<file path="src/rtl/ahbext_sram_ctrl.sv">
// AHB-Lite subordinate on the SoC external port: decodes and range-checks each
// transfer, inserts WAITSTATES data-phase cycles and drives a single-port SRAM.
module ahbext_sram_ctrl #(
    parameter int unsigned          AHBW       = 64,
    parameter int unsigned          PA_BITS    = 34,
    parameter logic [PA_BITS-1:0]   BASE       = 34'h0_9000_0000,
    parameter int unsigned          MEMWORDS   = 4096,
    parameter int unsigned          WAITSTATES = 2
) (
    input  logic                          clk,
    input  logic                          reset,
    input  logic                          HSELEXT,
    input  logic [PA_BITS-1:0]            HADDR,
    input  logic [1:0]                    HTRANS,
    input  logic                          HWRITE,
    input  logic [2:0]                    HSIZE,
    input  logic                          HREADY,
    input  logic [AHBW-1:0]               HWDATA,
    input  logic [AHBW/8-1:0]             HWSTRB,
    output logic [AHBW-1:0]               HRDATAEXT,
    output logic                          HREADYEXT,
    output logic                          HRESPEXT,
    output logic                          MemEn,
    output logic                          MemWE,
    output logic [$clog2(MEMWORDS)-1:0]   MemAdr,
    output logic [AHBW-1:0]               MemWData,
    output logic [AHBW/8-1:0]             MemBE,
    input  logic [AHBW-1:0]               MemRData
);

    localparam int unsigned BYTES    = AHBW / 8;
    localparam int unsigned OFF_BITS = $clog2(BYTES);
    localparam int unsigned ADR_W    = $clog2(MEMWORDS);
    localparam int unsigned SPAN     = MEMWORDS * BYTES;
    localparam int unsigned CNT_W    = 4;

    typedef enum logic [2:0] {
        S_IDLE,
        S_WAIT,
        S_RDATA,
        S_ERR1,
        S_ERR2
    } state_t;

    state_t             r_state;
    state_t             w_state_nxt;
    logic [CNT_W-1:0]   r_cnt;
    logic [CNT_W-1:0]   w_cnt_nxt;
    logic               r_write;
    logic [ADR_W-1:0]   r_adr;

    logic [PA_BITS-1:0] w_off;
    logic               w_err;
    logic [ADR_W-1:0]   w_word;
    logic               w_last;
    logic               w_done;
    logic               w_accept;
    logic               w_take;

    // Address-phase decode and range check
    assign w_off    = HADDR - BASE;
    assign w_err    = (HADDR < BASE) | (w_off >= PA_BITS'(SPAN)) | (HSIZE > 3'(OFF_BITS));
    assign w_word   = ADR_W'(w_off >> OFF_BITS);

    assign w_last   = (r_cnt == CNT_W'(WAITSTATES));
    assign w_done   = ((r_state == S_WAIT) && w_last && r_write)
                    || (r_state == S_RDATA) || (r_state == S_ERR2);
    assign w_accept = HSELEXT & HREADY & HTRANS[1];
    // A new address phase is taken when idle or in the completing cycle (no bubble)
    assign w_take   = w_accept & ((r_state == S_IDLE) | w_done);

    assign MemAdr   = r_adr;

    always_ff @(posedge clk or posedge reset) begin
        if (reset) begin
            r_state <= S_IDLE;
            r_cnt   <= '0;
            r_write <= 1'b0;
            r_adr   <= '0;
        end else begin
            r_state <= w_state_nxt;
            r_cnt   <= w_cnt_nxt;
            if (w_take) begin
                r_write <= HWRITE;
                r_adr   <= w_word;
            end
        end
    end

    // Next state; the wait counter saturates at WAITSTATES
    always_comb begin
        w_state_nxt = r_state;
        w_cnt_nxt   = r_cnt;
        if (w_take) begin
            w_state_nxt = w_err ? S_ERR1 : S_WAIT;
            w_cnt_nxt   = '0;
        end else if (w_done) begin
            w_state_nxt = S_IDLE;
        end else begin
            case (r_state)
                S_WAIT: begin
                    if (w_last) w_state_nxt = S_RDATA;
                    else        w_cnt_nxt   = r_cnt + CNT_W'(1);
                end
                S_ERR1:  w_state_nxt = S_ERR2;
                default: ;
            endcase
        end
    end

    always_comb begin
        HREADYEXT = 1'b1;
        HRESPEXT  = 1'b0;
        HRDATAEXT = '0;
        MemEn     = 1'b0;
        MemWE     = 1'b0;
        MemWData  = '0;
        MemBE     = '0;
        case (r_state)
            S_WAIT: begin
                HREADYEXT = 1'b0;
                if (w_last) begin
                    MemEn = 1'b1;
                    if (r_write) begin
                        MemWE     = 1'b1;
                        MemWData  = HWDATA;
                        MemBE     = HWSTRB;
                        HREADYEXT = 1'b1;
                    end
                end
            end
            S_RDATA: HRDATAEXT = MemRData;
            S_ERR1: begin
                HRESPEXT  = 1'b1;
                HREADYEXT = 1'b0;
            end
            S_ERR2:  HRESPEXT = 1'b1;
            default: ;
        endcase
    end

endmodule

</file>
<file path="config.mk">
export PLATFORM = sky130hd
export DESIGN_NAME = ahbext_sram_ctrl
export DESIGN_NICKNAME = d
export VERILOG_FILES = /design/src/rtl/ahbext_sram_ctrl.sv
export SDC_FILE = /design/constraint.sdc
export NUM_CORES = 1
export LEC_CHECK = 0
export BUFFER_PORTS_ARGS = -buffer_cell sky130_fd_sc_hd__buf_4
export CAP_MARGIN = 20
export CORE_AREA = 8 8 124 126
export DETAILED_ROUTE_END_ITERATION = 7
export DIE_AREA = 0 0 132 134
export PLACE_DENSITY_LB_ADDON = 0.15
export SLEW_MARGIN = 20
export SYNTH_ARGS = -nofsm -noshare
export SYNTH_HDL_FRONTEND = slang
export SYNTH_SLANG_ARGS = --single-unit
</file>
<file path="constraint.sdc">
create_clock -name clk -period 2.8 [get_ports clk]
set_input_delay 0.42 -clock clk [delete_from_list [all_inputs] [get_ports clk]]
set_output_delay 0.42 -clock clk [all_outputs]
set_load 0.02 [all_outputs]
</file>
# Yosys cells after proc, flatten, opt, wreduce, memory -nomap -nowiden
# Cells that the tools add are included.
# classes
add_sub_neg,2
mul,0
div_mod_pow,0
magnitude_cmp,3
n_eq_ne,8
n_shift,0
mux,23
n_bitwise,6
reduce_logical,10
# ops
cell,count
64-bit two-way mux,4
34-bit by 16-bit >= comparator with 1-bit output (second input constant),1
34-bit by 32-bit less-than comparator with 1-bit output (second input constant),1
34-bit by 32-bit subtractor with 34-bit output (second input constant),1
8-bit two-way mux,3
4-bit two-way mux,4
3-bit two-way mux,3
3-bit by 2-bit equality test with 1-bit output (second input constant),2
1-bit two-way mux,6
3-bit case mux with 2 select lines,1
4-bit by 1-bit adder with 4-bit output (second input constant),1
4-bit by 2-bit equality test with 1-bit output (second input constant),1
2-bit by 1-bit inequality test with 1-bit output (second input constant),2
4-bit inequality test (second input constant),1
4-bit nonzero test,1
1-bit bitwise AND,3
3-bit by 1-bit equality test with 1-bit output (second input constant),1
3-bit equality test (second input constant),1
3-bit by 2-bit greater-than comparator with 1-bit output (second input constant),1
3-bit zero test,1
1-bit bitwise OR,3
3-bit AND reduction,1
1-bit logical AND,2
1-bit logical OR,2
other kinds (5),5
# totals
reg_bits,20
latch_bits,0
mem_bits_rw,0
rom_bits,0
inputBits,180
output_inout_bits,152
wordCells,56
mem_count,0

# Logic depth before layout (Yosys ltp)
# depth
depth_word,9
ltp_mapped,8
depth_no_buf,6

# Least setup slack after synthesis
# Ideal clock, no wire load.
# synth_path
path_kind,reg-to-output
startpoint,register r_cnt[0]
endpoint,output port MemWData[54]
t_arrival_ps,1478
required_ps,2380
path_slack_ps,902
stages_incl_launch_ff,7
path_buffers,1
path_cell_list,dfrtp_1 inv_1 ha_1 nand4bb_4 nor2_4 buf_2 and2_1
# synth_between
elab_chain_len,3
# synth_rtl
item,line_no,rtl
"start, declared",47,logic [CNT_W-1:0] r_cnt;
"start signal, assigned",82,r_cnt <= w_cnt_nxt;
4-bit by 2-bit equality test with 1-bit output,65,assign w_last = (r_cnt == CNT_W'(WAITSTATES));
64-bit two-way mux,122,if (w_last) begin
64-bit two-way mux,119,case (r_state)
"end, declared",26,"output logic [AHBW-1:0] MemWData,"
# No other way between the ends.

# Worst setup path in the final report
# layout_path
startpoint,register r_cnt[0]
endpoint,output port MemWData[63]
# The elaborated chain is that of the path after synthesis.

==> reports/metrics.cfg <==
[setup_path]
cp_num_buf_inv = 3
required_ns = 2.38
critPathMaxStageDelay_ns = 0.40
path_cells = inv_1, ha_1, nand4bb_4, nor2_4, buf_12, and2_1, buf_4
end_kind = primary output
crit_path_start_kind = register
critical_path_class = register to primary output
critical-path-slowest-cell = dfrtp_1
arrival_ns = 2.08
cp_top_family = simple AND/OR/NAND/NOR gates
critPathMaxFanout = 53

[final_layout]
drive_above_1_share_pct = 63.88
syn2layout_area_growth_pct = 138.1
fin_cells = 731
post-route-util_pct = 34.30
fin_nets = 735
antennaDiodeCount = 0

[global_routing]
grt_pass1_wl_mm = 17.94
grt_overflow = 0
antenna_found_initial = 0
grtUsageTotal_pct = 12.95
grt_max_degree = 65
grt_pass1_vias = 2607

[floorplanning]
die_y_um = 134
coreArea_um2 = 13500
num_io_pins = 332
die_w_um = 132
rows = 43
die-area_um2 = 17690
initial_core_util_pct = 14.41

[logic_synthesis]
synth_top_area_share_pct = 43.73
netlist_area_um2 = 1946
synth_seq_cells = 20
synthArstFlopShare_pct = 100.0
synth_ff_type = dfrtp_1
syn_avg_cell_area_um2 = 8.279
synthTopCellsByArea = and2_1, dfrtp_1, mux2_2
syn_inst = 235
yosysTopAreaCell = and2_1
syn-num-nets = 417
synth_edf_count = 0
yosys.cell_types.count = 33
synth-seq-area-share_pct = 25.72
ys_warn_count = 0

[clock_network]
cts_hold_buf = 0
post_cts_buffers = 0
cts_tree = built
clock_sinks = 20
ctsHtreeMaxLevel = 1
cts_buffers = 3
cts_resized = 0
cts.path.max_buffers = 2
cts_root_buffer = clkbuf_16
clock_latency_ns = 0.25
path_clk_slew_ns = 0.05

[sta]
setup_ws_ns = 0.3043
rsz0062_at_grt = false
whs_ns = 0.3132
fin_crit_ns = 2.496
relSlewSlack_pct = 49.16
period_share_pct = 89.13
tightest_slew_ns = 0.7617
finalHoldViolCount = 0
finalSetupViolations = 0
skew_ns = 0.002380
finalSetupTns_ns = 0
fmax_mhz = 400.7
final_max_slew_viol_count = 0

[placement]
dp.cells = 728
gp_congestion = 0.7913
post-place-ws_ns = 0.5597
dp.final_hpwl_mm = 11.23
portBuffers = 325

[routing]
drt_pass1_iterations = 4
vias = 2711
final_antenna_net_count = 0
wirelength_mm = 12.68
routed_via_density = 3.709
remaining_drc_errors = 0
wl_per_cell_um = 17.35
detail_route.iter0.violations = 87

[flow_run]
cap_viol_max_count = 0

[power]
power-per-cell-area_nw_per_um2 = 482.6
peakVddDrop_mv = 0.4273
p_leak_uw = 0.002529

[outcome]
status = finished clean

[worst_hold_path]
hold_path_class = input pin to asynchronous set/reset pin

==> worst register-to-register path, cell delays in order, from the launching register on <==
cell	delay (ns)
dfrtp_1	0.40
inv_1	0.09
ha_1	0.21
nand4bb_4	0.16
o21ai_2	0.18
and3_1	0.37
buf_4	0.26
mux2_4	0.31
==> cells in the mapped netlist, types with 3 or more instances <==
cell type  instances
and2_1           136
clkbuf_1           6
clkbuf_2           6
dfrtp_1           20
inv_1              3
mux2_2             8
mux2_4             5
nand2_1            5
nand3_1            4
nor2_1             5
nor4_1             4
o21ai_0            4
==> placed cells by master, fill, tap and decap left out, drive strengths merged <==
cell type / n
buf: 328
and2: 136
dfrtp: 20
mux2: 13
nor2: 7
o21ai: 6
nand2: 5
nand3: 4
nor4: 4
inv: 3
clkbuf: 3
and3: 2
nand4: 2
xor2: 2
nand2b: 2
or3b: 2
a21oi: 2
ha: 2
nand4bb: 1
nor3b: 1
nor2b: 1
o22ai: 1
o311a: 1
a31oi: 1
a21o: 1
a211oi: 1
==> per-layer routing <==
metal  wire (um)  share of wire [%]  global-route usage [%]  vias to the layer above
li1            -                  -                       -                     1376
met1        4763                 38                   14.22                     1203
met2        6896                 54                   24.53                      126
met3         960                7.6                   3.777                        6
met4          63               0.50                   1.723                        0
met5           0                  0                       0                        -
==> state kept, by name, indices dropped and copies added (netlist names) <==
name,count
r_cnt,4
MemAdr,12
r_state,3
r_write,1
==> worst paths after layout <==
path / start / end / slack [ns] / cells after the start
max: r_cnt[0]$_DFFE_PP0P_ / MemWData[63] / 0.30 / 7
min: reset / MemAdr[10]$_DFFE_PP0P_ / 0.31 / 2
max reg2reg: r_cnt[0]$_DFFE_PP0P_ / MemAdr[0]$_DFFE_PP0P_ / 0.71 / 7
min reg2reg: MemAdr[7]$_DFFE_PP0P_ / MemAdr[7]$_DFFE_PP0P_ / 0.51 / 1
max in group asynchronous: reset / MemAdr[6]$_DFFE_PP0P_ / 2.01 / 2
min in group clk: HADDR[6] / MemAdr[3]$_DFFE_PP0P_ / 0.40 / 2
==> metrics by stage <==
| step | total power (uW) | instance area [um2] |
|---|---|---|
| final | 2235 | 4632 |
| after global routing | 2376 | 4632 |
| after CTS | 2271 | 4632 |
| after detailed placement | 1975 | 4557 |
| after global placement | 1964 | 4557 |
| after floorplan | 1225 | 1946 |
==> cell type report <==
type | instances | area (um2)
clock buffer | 3 | 75.07
inverter | 3 | 11.26
timing repair buffer | 328 | 2475
multi-input combinational | 197 | 1345
fill | 1414 | 8872
tap | 180 | 225.2
sequential | 20 | 500.5
==> report_power, final <==
group | leakage (uW) | internal (uW) | switching, uW
combinational | 0.00224 | 725 | 784
clock | 0.0000370 | 188 | 96.9
sequential | 0.000247 | 370 | 72.3
==> cells by family after synthesis <==
logic type | share of synthesized area, %
AND/OR/NAND/NOR | 54.08
XOR/XNOR | 0.9005
buffers and inverters | 5.144
flip-flops | 25.72
AO/OA/AOI/OAI | 4.374
adder cells (fa/ha/maj) | 1.286
multiplexers | 8.489
Note: power is estimated with default switching activity, not from simulation.
